===== src/rtl/sequential_divider.sv =====
// Sequential restoring divider: unsigned width-bit A / B, one quotient bit per clock.
// Shares the start/done/busy handshake of the shift-add multiplier; results are held until the next completion.
module sequential_divider #(
  parameter int unsigned width = 4
) (
  input  logic             clk,
  input  logic             reset,
  input  logic             start,
  input  logic [width-1:0] A,
  input  logic [width-1:0] B,
  output logic [width-1:0] quotient,
  output logic [width-1:0] remainder,
  output logic             done,
  output logic             busy,
  output logic             divzero
);

  localparam int unsigned CW = $clog2(width + 1);

  typedef enum logic [1:0] {IDLE, RUN, ZERO, DONE} state_t;

  state_t           state, state_nx;
  logic [width-1:0] q_reg, q_nx;
  logic [width-1:0] d_reg, d_nx;
  logic [width-1:0] r_reg, r_nx;
  logic [CW-1:0]    cnt, cnt_nx;
  logic [width-1:0] quotient_nx, remainder_nx;
  logic             done_nx, busy_nx, divzero_nx;
  logic [width:0]   trial;
  logic [width-1:0] diff;
  logic             ge;

  // Next-state, datapath step and registered-output values
  always_comb begin
    state_nx     = state;
    q_nx         = q_reg;
    d_nx         = d_reg;
    r_nx         = r_reg;
    cnt_nx       = cnt;
    quotient_nx  = quotient;
    remainder_nx = remainder;
    divzero_nx   = divzero;

    // Partial remainder is always < D after a step, so its top bit is dropped from storage
    trial = {r_reg, q_reg[width-1]};
    ge    = (trial >= {1'b0, d_reg});
    diff  = width'(trial - {1'b0, d_reg});

    case (state)
      IDLE: begin
        if (start) begin
          q_nx = A;
          if (B != '0) begin
            r_nx     = '0;
            d_nx     = B;
            cnt_nx   = CW'(width);
            state_nx = RUN;
          end else begin
            state_nx = ZERO;
          end
        end
      end
      RUN: begin
        r_nx   = ge ? diff : trial[width-1:0];
        q_nx   = {q_reg[width-2:0], ge};
        cnt_nx = cnt - CW'(1);
        if (cnt == CW'(1)) begin
          state_nx     = DONE;
          quotient_nx  = q_nx;
          remainder_nx = r_nx;
          divzero_nx   = 1'b0;
        end
      end
      ZERO: begin
        // q_reg still holds the dividend captured at start
        state_nx     = DONE;
        quotient_nx  = '1;
        remainder_nx = q_reg;
        divzero_nx   = 1'b1;
      end
      DONE: begin
        state_nx = IDLE;
      end
      default: begin
        state_nx = IDLE;
      end
    endcase

    done_nx = (state_nx == DONE);
    busy_nx = (state_nx == RUN) || (state_nx == ZERO);
  end

  // State, datapath and output registers
  always_ff @(posedge clk or posedge reset) begin
    if (reset) begin
      state     <= IDLE;
      q_reg     <= '0;
      d_reg     <= '0;
      r_reg     <= '0;
      cnt       <= '0;
      quotient  <= '0;
      remainder <= '0;
      done      <= 1'b0;
      busy      <= 1'b0;
      divzero   <= 1'b0;
    end else begin
      state     <= state_nx;
      q_reg     <= q_nx;
      d_reg     <= d_nx;
      r_reg     <= r_nx;
      cnt       <= cnt_nx;
      quotient  <= quotient_nx;
      remainder <= remainder_nx;
      done      <= done_nx;
      busy      <= busy_nx;
      divzero   <= divzero_nx;
    end
  end

endmodule


===== config.mk =====
export PLATFORM = sky130hd
export DESIGN_NAME = sequential_divider
export DESIGN_NICKNAME = d
export VERILOG_FILES = /design/src/rtl/sequential_divider.sv
export SDC_FILE = /design/constraint.sdc
export NUM_CORES = 1
export LEC_CHECK = 0
export ABC_AREA = 1
export ABC_CLOCK_PERIOD_IN_PS = 1900
export BUFFER_PORTS_ARGS = -buffer_cell sky130_fd_sc_hd__buf_2
export CELL_PAD_IN_SITES_DETAIL_PLACEMENT = 1
export CELL_PAD_IN_SITES_GLOBAL_PLACEMENT = 2
export CORE_MARGIN = 2
export CORE_UTILIZATION = 32
export CTS_BUF_LIST = sky130_fd_sc_hd__clkbuf_8 sky130_fd_sc_hd__clkbuf_16
export DETAILED_ROUTE_END_ITERATION = 8
export PLACE_DENSITY_LB_ADDON = 0.1
export SETUP_SLACK_MARGIN = 0.2
export SLEW_MARGIN = 20
export SYNTH_ARGS = -nofsm -noshare
export SYNTH_HDL_FRONTEND = slang
export SYNTH_SLANG_ARGS = --single-unit

===== constraint.sdc =====
create_clock -name clk -period 1.9 [get_ports clk]
set_clock_uncertainty 0.1 [all_clocks]
set_input_delay 0.095 -clock clk [delete_from_list [all_inputs] [get_ports clk]]
set_output_delay 0.095 -clock clk [all_outputs]
set_load 0.02 [all_outputs]

; ---- Word-level counts from Yosys, hierarchy flattened
; Index checks and enable logic that the tools add are counted.
[classes]
n_eq_ne = 10
n_lt_le_gt_ge = 1
n_mul = 0
n_div = 0
muxes = 19
n_reduce_logical = 9
bitwise_logic = 0
add_sub_neg = 2
n_shift = 0
[op_table]
columns = op, count
row1 = $pmux W4 S2, 4
row2 = $mux W4, 6
row3 = $eq A2 B2 Y1 const B, 4
row4 = $pmux W2 S4, 1
row5 = $mux W2, 3
row6 = $mux W3, 2
row7 = $ne A2 B2 Y1 const B, 3
row8 = $pmux W3 S2, 1
row9 = $reduce_and A3 Y1, 2
row10 = $ge A5 B4 Y1, 1
row11 = $eq A2 B1 Y1 const B, 2
row12 = $reduce_and A2 Y1, 2
row13 = $reduce_bool A2 Y1, 2
row14 = $reduce_bool A4 Y1, 1
row15 = $sub A4 B4 Y4, 1
row16 = $eq A3 B1 Y1 const B, 1
row17 = $sub A3 B1 Y3 const B, 1
row18 = $logic_not A2 Y1, 1
row19 = $pmux W1 S2, 1
row20 = $logic_or A1 B1 Y1, 1
row21 = $mux W1, 1
[totals]
ram_bits = 0
in_bits = 11
rom_bits = 0
mem_count = 0
reg_bits = 28
latchBits = 0
out_inout_bits = 11
word_cells = 51

; ---- Depth between registers and ports, before layout
[depth]
ltp_word = 6
mapped_depth = 12
mapped_depth_nobuf = 12

; ---- Least setup slack after synthesis
; Ideal clock, no wire load.
[synth_timing]
path_kind = register to register
start = register r_reg[1]
end = register remainder[1]
t_arrival_ns = 1.443
path_buffers = 0
path_slack_ns = 0.240
required_time_ns = 1.684
synth_period_minus_slack_ns = 1.660
setup_time_ns = 0.116
path_stages_with_launch = 10
cell_sequence = dfrtp_1 ha_1 a21oi_1 nand2_1 nand2_1 nand2_1 nand2_1 nand3_1 nand2_1 nand2_1
[synth_between]
elab_chain_len = 4
[synth_lines]
columns = element, line
row1 = start: declaration, 25  ; logic [width-1:0] r_reg, r_nx;
row2 = start signal: assignment, 110  ; r_reg <= r_nx;
row3 = $ge A5 B4 Y1, 46  ; ge = (trial >= {1'b0, d_reg});
row4 = $mux W4, 64  ; r_nx = ge ? diff : trial[width-1:0];
row5 = $mux W4, 67  ; if (cnt == CW'(1)) begin
row6 = $pmux W4 S2, 49  ; case (state)
row7 = end signal: assignment, 113  ; remainder <= remainder_nx;
row8 = end: declaration, 12  ; output logic [width-1:0] remainder,
; No other way between the ends. The select of a mux whose other input is x is not followed.
; A chain may end at the register's enable or synchronous reset.

; ---- Final worst setup path
[layout_timing]
start = register r_reg[1]
end = register remainder[2]
[layout_between]
elab_chain_len = 4
word_cells_on_any_way = 5
[layout_lines]
columns = element, line
row1 = $sub A4 B4 Y4 / $ge A5 B4 Y1 (equally long branches), "47, 46"
row2 = $mux W4 *, 64
row3 = $mux W4 *, 67
row4 = $pmux W4 S2 *, 49
; Mark *: on every way between the ends. The rest lies on a longest branch, timed or not. The select of a mux whose other input is x is not followed.

==> metrics.md <==
| Metric | Value |
|---|---|
| Clk_lat worst skew | 0.27 ns |
| Max-slew violations | 0 |
| Post-place setup slack | 0.01862 ns |
| Via density | 4.671 |
| Min-delay src | A[2] |
| CTS tree | yes |
| Post-Route Setup TNS | 0 ns |
| CP Launch Type | flop |
| Final cycle utilization of the critical path | between 80 and 90% |
| Final ANT Viol Nets | 0 |
| Synth async-reset ratio | 100.0% |
| Power Density | about 2000 nW/µm² |
| Worst Path Buf+Inv | 2 |
| Synth area leaders | dfrtp_1 (45%), nand2_1 (16%), ha_1 (8.1%) |
| Commonest non-fill, non-tap cell in the layout | nand2_1 |
| Clk sinks | 28 |
| Mapped Cells | between 150 and 200 |
| Synth top area share | between 40% and 50% |
| Final setup viols | 0 |
| Critical Path Sink Type | flop |
| Yosys cell types | 23 |
| Reg2Reg Depth | 11 |
| First-pass GRT wire length | between 6000 and 7000 µm |
| Final wirelength | approximately 3900 µm |
| Clock root buffer | clkbuf_8 |
| Sequential share of the synthesized area | about 45% |
| Die Ht | 73.55 µm |
| Clk buf depth | 2 |
| Worst-path fanout max | 4 |
| Hold Fails Final Rpt | 0 |
| Die width | between 70 and 80 µm |
| Worst hold stages | 5 |
| Leakage | between 1 and 1.5 nW |
| Final nets | between 200 and 300 |
| Routed wl met3 | 82 µm |
| Area grow syn2layout | 35.49% |
| CP arrival | approximately 1.7 ns |
| Number of antenna violations at the first check in global routing | 0 |
| CP cell instances | ha_4 -> nand2_1 -> inv_1 -> nand2_1 -> nand2_2 -> nand2_4 -> buf_6 -> nand3_2 -> nand3_2 -> nand2_1 -> nand2_1 |
| Synth Net Count | around 210 |
| WL met1 | about 1800 µm |
| RR Startpoint | r_reg[1] |
| Synthesis Warnings | 0 |
| Die area | ~5400 µm² |
| Critical path's largest stage delay | roughly 0.44 ns |
| R2r endpoint | remainder[2] |
| Global route overflow | 0 |
| Non-Filler Instances | ~300 |
| Total vias in the final route | roughly 1,400 |
| VDD IR max | about 0.65 mV |
| 1st-pass router iterations | 4 |
| Clock-pin slew on the worst setup and hold paths | ~0.10 ns |
| HPWL Detailed | between 2000 and 3000 µm |
| Largest net degree at the start of global routing | 29 |
| Per-cell routed wire length | about 13 µm |
| Placed insts | 274 |
| Gr usage total | between 10 and 15% |
| Iter 0 DRT Violations | 35 |
| R2R Setup Slk | roughly 0.23 ns |
| Min-Delay Endpoint | q_reg[2] |
| Synth Area per Inst | between 8 and 9 µm² |
| Delay-heaviest family, CP | simple AND/OR/NAND/NOR gates |
| CP max-delay cell | dfrtp_1 |
| Actual slew at the worst max-slew pin | around 0.37 ns |
| Core area | roughly 4700 µm² |
| Highest routed metal layer | met4 |
| Vias in the first global route | approximately 1,400 |
| CP required | a little under 2 ns |
| PortBufs | 21 |
| Relative slew margins | about three quarters |
| FMAX | between 0.5 and 0.6 GHz |
| Initial core utilization | roughly a third |
| Cts bufs inserted | 3 |
| Ports | 22 |
| Most frequent cells in the layout | nand2_1 (56), dfrtp_1 (28), inv_1 (21), buf_2 (21), buf_4 (17) |
| Min Clock Period, post-route | around 1.7 ns |
| Layout cells sized above 1 | about a third |
| Overall power | between 0.004 and 0.005 W |
| DRC viols | 0 |
| Crit Path Class | flop to flop |
| Post-synth EDFFs | 0 |
| Status | finished clean |
| H-Tree Depth | 1 |
| Hold WS | roughly 0.056 ns |
| Ys flop type | dfrtp_1 |
| Most used cell, CP | nand2_1 |
| RSZ-0062 raised after global routing | true |
| Rows | 25 |
| GPL Wtd Cong | between 0.7 and 0.8 |
| ANT cells | 0 |
| FF+latch count, synth | 28 |
| Hold WC Path Type | input pin to flop |
| Wire length on met2 | between 1500 and 2000 µm |
| Synth area leader | dfrtp_1 |
| Maxcap violations | 0 |
| Worst Slack Setup Final | between 0.2 and 0.25 ns |
| Post-synthesis cell area | around 1500 µm² |
where the power goes:
part,switching [W],internal (W)
Combinational,0.00167,0.00116
Sequential,0.000169,0.000888
Clock,0.000188,0.000186
layout make-up:
cell class                      count  area, µm²
Fill cell                         572       2595
Tap cell                           54      67.56
Timing Repair Buffer               46      314.1
Sequential cell                    28      700.7
Clock buffer                        4      55.05
Multi-Input combinational cell    134      862.1
Inverter                           26      97.59
synthesized netlist by cell type (all sizes together), types with 2 or more instances:
master,count
a31oi,2
or2,2
nand2,66
nand3,17
ha,10
nor2,7
buf,2
o21ai,16
dfrtp,28
inv,26
o22ai,3
a21oi,7
worst max-delay path by stage:
stage,startpoint,end,cells past startpoint
global route,r_reg[1],remainder[2],11
floorplan,r_reg[1],remainder[1],9
CTS,d_reg[2],r_reg[0],10
detailed placement,d_reg[2],remainder[3],10
finish,r_reg[1],remainder[2],11
global placement,d_reg[2],r_reg[0],10
tightest hold or removal path, cell delays in order:
cell and delay (ns):
buf_2 0.07, nand2_1 0.04, o21ai_0 0.07, nand2_1 0.05, o21ai_0 0.06
logic make-up after synthesis:
family / share of synthesized area (%)
AOI/OAI and AO/OA: 10.75
buffers and inverters: 7.760
adders and majority gates: 9.378
and+or+nand+nor: 26.27
DFF: 45.27
xor gates and xnor gates: 0.5660
layer usage:
| metal | track usage (%) | vias up |
|---|---|---|
| met1 | 18.65 | 635 |
| li1 | - | 705 |
| met3 | 2.058 | 4 |
| met4 | 3.636 | 0 |
| met2 | 27.08 | 20 |
| met5 | 0 | - |
what timing repair did:
item	4_1_cts	5_1_grt
cloned	0	0
setup buffers	1	6
setup endpoints to repair	17	12
gates resized for setup	9	27
hold buffers	7	0
endpoints found under the hold margin	34	0
pin swaps	2	8
per-stage QoR:
step	util, %	cell area, µm²
floorplan	-	1548
global placement	37.95	1780
detailed placement	37.95	1780
CTS	41.49	1947
global route	44.69	2097
finish	44.69	2097
(Power assumes the default switching activity.)
